## src/rtl/dmem_arbiter.sv

```systemverilog
// Two-port arbiter for the single-port data RAM: the core has default priority, a
// starvation counter promotes the host, and h_lock holds host ownership across bursts.
module dmem_arbiter #(
   parameter int ADDR_W   = 32,
   parameter int DATA_W   = 32,
   parameter int MAX_WAIT = 4
) (
   input  logic              clk,
   input  logic              reset,
   input  logic              c_req,
   input  logic              c_we,
   input  logic [ADDR_W-1:0] c_addr,
   input  logic [DATA_W-1:0] c_wd,
   output logic              c_gnt,
   output logic              c_stall,
   output logic              c_rvalid,
   output logic [DATA_W-1:0] c_rdata,
   input  logic              h_req,
   input  logic              h_we,
   input  logic [ADDR_W-1:0] h_addr,
   input  logic [DATA_W-1:0] h_wd,
   input  logic              h_lock,
   output logic              h_gnt,
   output logic              h_rvalid,
   output logic [DATA_W-1:0] h_rdata,
   output logic              mem_we,
   output logic [ADDR_W-1:0] mem_addr,
   output logic [DATA_W-1:0] mem_wd,
   input  logic [DATA_W-1:0] mem_rd
);

   localparam int CW = $clog2(MAX_WAIT + 1);

   typedef enum logic [1:0] {
      CORE_PRIO,
      HOST_PRIO,
      HOST_LOCK
   } state_t;

   state_t        state;
   logic [CW-1:0] wait_cnt;
   logic          host_first;

   // HOST_PRIO and HOST_LOCK share one grant rule; only their exit conditions differ.
   assign host_first = (state != CORE_PRIO);
   assign c_gnt      = host_first ? (c_req & ~h_req) : c_req;
   assign h_gnt      = host_first ? h_req : (h_req & ~c_req);
   assign c_stall    = c_req & ~c_gnt;

   // Read data is broadcast; only the per-port rvalid says whose it is.
   assign c_rdata = mem_rd;
   assign h_rdata = mem_rd;

   // NOTE: every signal written in always_comb gets a default first so no latch is inferred.
   always_comb begin
      mem_we   = 1'b0;
      mem_addr = '0;
      mem_wd   = '0;
      if (c_gnt) begin
         mem_we   = c_we;
         mem_addr = c_addr;
         mem_wd   = c_wd;
      end else if (h_gnt) begin
         mem_we   = h_we;
         mem_addr = h_addr;
         mem_wd   = h_wd;
      end
   end

   // NOTE: sequential state uses non-blocking assignments so every register samples pre-edge values.
   always_ff @(posedge clk or posedge reset) begin
      if (reset) begin
         state    <= CORE_PRIO;
         wait_cnt <= '0;
         c_rvalid <= 1'b0;
         h_rvalid <= 1'b0;
      end else begin
         c_rvalid <= c_gnt & ~c_we;
         h_rvalid <= h_gnt & ~h_we;

         if (h_req & ~h_gnt) begin
            if (wait_cnt != CW'(MAX_WAIT))
               wait_cnt <= wait_cnt + CW'(1);
         end else begin
            wait_cnt <= '0;
         end

         case (state)
            CORE_PRIO: begin
               if (h_req & ~h_gnt & (wait_cnt == CW'(MAX_WAIT - 1)))
                  state <= HOST_PRIO;
            end
            HOST_PRIO: begin
               if (h_req & h_gnt)
                  state <= h_lock ? HOST_LOCK : CORE_PRIO;
               else if (~h_req)
                  state <= CORE_PRIO;
            end
            HOST_LOCK: begin
               if (~h_lock)
                  state <= CORE_PRIO;
            end
            default: state <= CORE_PRIO;
         endcase
      end
   end

endmodule

```

## config.mk

```make
export PLATFORM = sky130hd
export DESIGN_NAME = dmem_arbiter
export DESIGN_NICKNAME = d
export VERILOG_FILES = /design/src/rtl/dmem_arbiter.sv
export SDC_FILE = /design/constraint.sdc
export NUM_CORES = 1
export LEC_CHECK = 0
export ABC_AREA = 1
export BUFFER_PORTS_ARGS = -buffer_cell sky130_fd_sc_hd__buf_2
export CAP_MARGIN = 20
export CORE_AREA = 3 3 114 116
export DETAILED_ROUTE_END_ITERATION = 7
export DIE_AREA = 0 0 117 119
export PLACE_DENSITY = 0.57
export SLEW_MARGIN = 5
export SYNTH_ARGS = -nofsm -noshare
export SYNTH_HDL_FRONTEND = slang
export SYNTH_SLANG_ARGS = --single-unit
```

## constraint.sdc

```tcl
create_clock -name clk -period 1 [get_ports clk]
set_input_delay 0.05 -clock clk [delete_from_list [all_inputs] [get_ports clk]]
set_output_delay 0.05 -clock clk [all_outputs]
set_load 0.02 [all_outputs]
```

; ---- Word-level counts from Yosys, hierarchy flattened
; Cells that the tools add are included.
[word_totals]
ff_bits = 7
elab_cells = 46
inputBits = 167
out_inout_bits = 134
[classes]
eq_ne = 8
bitwise_logic = 14
n_reduce_logical = 3
addsub = 1
mux = 16
[op_table]
columns = cell, n
row1 = $mux W32, 4
row2 = $mux W2, 5
row3 = $and A1 B1 Y1, 8
row4 = $mux W3, 2
row5 = $ne A3 B3 Y1 const B, 2
row6 = $not A1 Y1, 6
row7 = $pmux W2 S3, 1
row8 = $mux W1, 4
row9 = $ne A2 B2 Y1 const B, 2
row10 = $add A3 B1 Y3 const B, 1
row11 = $eq A3 B2 Y1 const B, 1
row12 = $reduce_and A3 Y1, 1
row13 = $eq A2 B1 Y1 const B, 1
row14 = $eq A2 B2 Y1 const B, 1
row15 = $logic_not A2 Y1, 1
row16 = $ne A2 B1 Y1 const B, 1
row17 = $reduce_bool A2 Y1, 1

; ---- Logic depth before layout (Yosys ltp)
[logic_depth]
depth_word = 8
depth_mapped = 6
depth_no_buf = 6

; ---- Worst setup path after synthesis
; Ideal clock, no wire load.
[synth_timing]
path_type = reg-to-output
startpoint = register state[1]
endpoint = output port mem_addr[13]
t_arrival_ns = 1.102
stages_incl_launch_ff = 6
n_path_buf = 2
path_slack_ns = -0.152
t_required_ns = 0.950
cell_sequence = dfrtp_1 -> o21ai_2 -> buf_4 -> buf_4 -> nand3_1 -> nand2_1
[synth_via]
elab_chain_cells = 4
elab_cells_between_ends = 5
cone_classes = mux (4) / reduce/logical (1)
[synth_rtl]
columns = item, line_no
row1 = from (decl), 40  ; state_t state;
row2 = from (signal assigned), 95  ; state <= h_lock ? HOST_LOCK : CORE_PRIO;
row3 = $reduce_bool A2 Y1 *, 45  ; assign host_first = (state != CORE_PRIO);
row4 = $mux W1, 47  ; assign h_gnt = host_first ? h_req : (h_req & ~c_req);
row5 = $mux W32, 63  ; end else if (h_gnt) begin
row6 = $mux W32 *, 59  ; if (c_gnt) begin
row7 = to (decl), 27  ; output logic [ADDR_W-1:0] mem_addr,
; Every way passes the cells marked *; elsewhere a longest branch is shown, timed or not.

; ---- Final worst setup path
; Same ends and word-level chain as after synthesis.

==> reports/results.tsv <==
metric	value	unit
run status	complete, but fails checks	
failing checks	negative setup slack	
Startpoint Class	flip-flop	
HPWL Detailed	6.40	mm
Clk pin slew, worst setup/hold paths	40	ps
Mapped Nets	501	
number of synthesis warnings	0	
Antenna Cells	0	
most common cell after layout, fill and taps aside	buf_2	
post-route ant nets	0	
post-synthesis adder-cell area fraction	1.97	%
final-stage net count	641	
H-tree depth	1	
#FFs+latches synth	7	
area share of the largest cell type after synthesis	34.9	%
worst-margin pin slew	358	ps
commonest non-fill, non-tap cells in the layout	136 x buf_2, 130 x nand3_1, 67 x nand2_2	
complex-gate fraction of the synthesized area	1.51	%
Starting Density	15.9	%
CTS sink cnt	7	
Synth area leaders	nand3_1 35%, buf_4 27%, nand2_1 14%, dfrtp_1 9.2%, buf_6 3.0%	
CP top delay family	buffers and inverters	
largest family of logic cells by synthesized area	simple AND/OR/NAND/NOR gates	
DIE AREA	13900	µm²
Arrival @ worst endpoint	1470	ps
Gate Count Post-Synth	331	
worst-path cell chain	o21ai_4 > buf_12 > clkbuf_16 > nand3_1 > nand2_2 > buf_4	
final worst path period share	152	%
relative slew slack	76.1	%
clock root buffer	clkbuf_16	
Skew-Pair Late Insertion Delay	230	ps
Critical Path End Type	primary output	
clock tree buffer depth	2	
CP max stage delay	430	ps
Area Growth Syn to Fin	81.4	%
mux contribution to synthesized area	0	%
Final Max Tran Viols	0	
PwrDens	726	nW/µm²
drt drc	0	
routed wire length	8.81	mm
fill count	1345	
Core Footprint	12000	µm²
Peak VDD IR	0.524	mV
PortBufs	204	
initial DRC count	85	
Die W	117	µm
GRT Total Usage	10.3	%
Max Clk Rate	659	MHz
final setup fails	70	
die height	119	µm
WP buf/inv	3	
share of the core filled with cells	28.8	%
Synth Area in Simple Gates	50.8	%
Power Total	2.51	mW
Layout Skew	1.38	ps
Final min period	1520	ps
vias per cell	4.45	
worst hold path type	input port to flip-flop	
RSZ-0062 raised after global routing	true	
# IOs	301	
leakage power	1.87	nW
Cell Area, Placed	2840	µm²
slowest CP cell	dfrtp_2	
largest net degree at the start of global routing	38	
Inserted Clock Buffers	3	
first-pass GRT wire length	11.7	mm
Setup CP Type	flip-flop to primary output	
sequential fraction of the synthesis area	9.18	%
CTS tree	built	
Mapped Avg Cell Area	5.76	µm²
Max FO, Critical Path	18	
routed via count	2746	
RePlAce Congestion	0.689	
Mapped Area	1910	µm²
post-synthesis xor/xnor area fraction	0	%
Worst Path Required	950	ps
layout cells sized above 1	67.0	%
Setup WS post-layout	-518	ps
GRT overflow	0	
placement row count	40	
Final Hold Viols	0	
cell area after layout	3460	µm²
worst slack at placement	-285	ps
number of global-route vias before repair	2449	
Max Cap Viol	0	
DR pass1 iterations	4	
initial antenna violation count	0	
Synth area leader	nand3_1	
Routed wire per std cell	14.3	µm
Netlist cell types	17	
==> stage by stage <==
stage / TNS, ps / hold slack [ps] / instances
final: -32780 / 44.6 / 617
after global placement: -15720 / -3.68 / 603
after floorplan: -5700 / -147 / 331
after CTS: -31760 / 66.9 / 612
after detailed placement: -17140 / -0.708 / 603
after global routing: -36980 / 54.2 / 617
==> worst register-to-register path, stage by stage (launching register included) <==
cell	delay, ps
dfrtp_2	420
nor2_2	150
nand2_2	110
buf_12	180
nand2_4	70
nor2_1	40
==> layer usage <==
| metal | part of all wire [%] | vias to the layer above | global-route usage (%) |
|---|---|---|---|
| met4 | 1.6 | 0 | 3.08 |
| met3 | 9.7 | 25 | 2.39 |
| met1 | 40 | 1246 | 12.0 |
| met2 | 49 | 162 | 18.3 |
| li1 | - | 1313 | - |
| met5 | 0 | - | 0 |
==> final cells by class <==
class	instances	area (µm²)	share of cell area, %
inverters	9	33.8	0.976
flip-flops and latches	7	178	5.13
repair buffers	229	1700	49.1
clock buffers	4	78.8	2.28
well taps	147	184	5.31
multi-input cells	221	1290	37.2
==> where the power goes <==
group	switching, mW	internal [mW]	total, mW
combinational	0.790	0.741	1.53
sequential	0.00472	0.293	0.297
clock	0.153	0.531	0.683
total	0.947	1.56	2.51
==> registers in the layout, summed over array words and instances (netlist names) <==
register / count
wait_cnt: 3
state: 2
c_rvalid: 1
h_rvalid: 1
==> synthesized netlist by cell type <==
cell	instances
buf_1	5
nor2_1	6
ha_1	3
o21ai_0	1
buf_2	10
inv_1	9
buf_4	69
a21oi_1	3
clkbuf_1	4
nand2_1	72
o21ai_2	1
nand3_1	133
nor3_1	1
clkbuf_2	1
buf_6	5
dfrtp_1	7
nor2_2	1
==> cell families (layout without fill, tap and decap cells) <==
group / count (synthesis) / count (layout)
compound gates: 5 / 5
simple gates: 213 / 213
flops: 7 / 7
fa+ha+maj: 3 / 3
buf+inv: 103 / 242
==> final timing paths <==
check                       startpoint      endpoint  slack [ps]  depth (start not counted)
hold / removal                  h_lock      state[1]          40                          3
setup / recovery              state[1]  mem_addr[13]        -520                          6
min in group asynchronous        reset   wait_cnt[0]         340                          3
setup reg to reg              state[0]      h_rvalid         -80                          5
max in group asynchronous        reset      state[0]         420                          3
hold reg to reg            wait_cnt[0]   wait_cnt[0]         560                          3
==> repair_timing <==
action,in CTS,in global routing
endpoints found under the setup margin,73,75
pin swaps,2,2
gates resized for setup,77,51
endpoints found under the hold margin,9,0
buffers inserted,3,2
cloned,0,3
hold buffers,3,0
(Power assumes the default switching activity.)
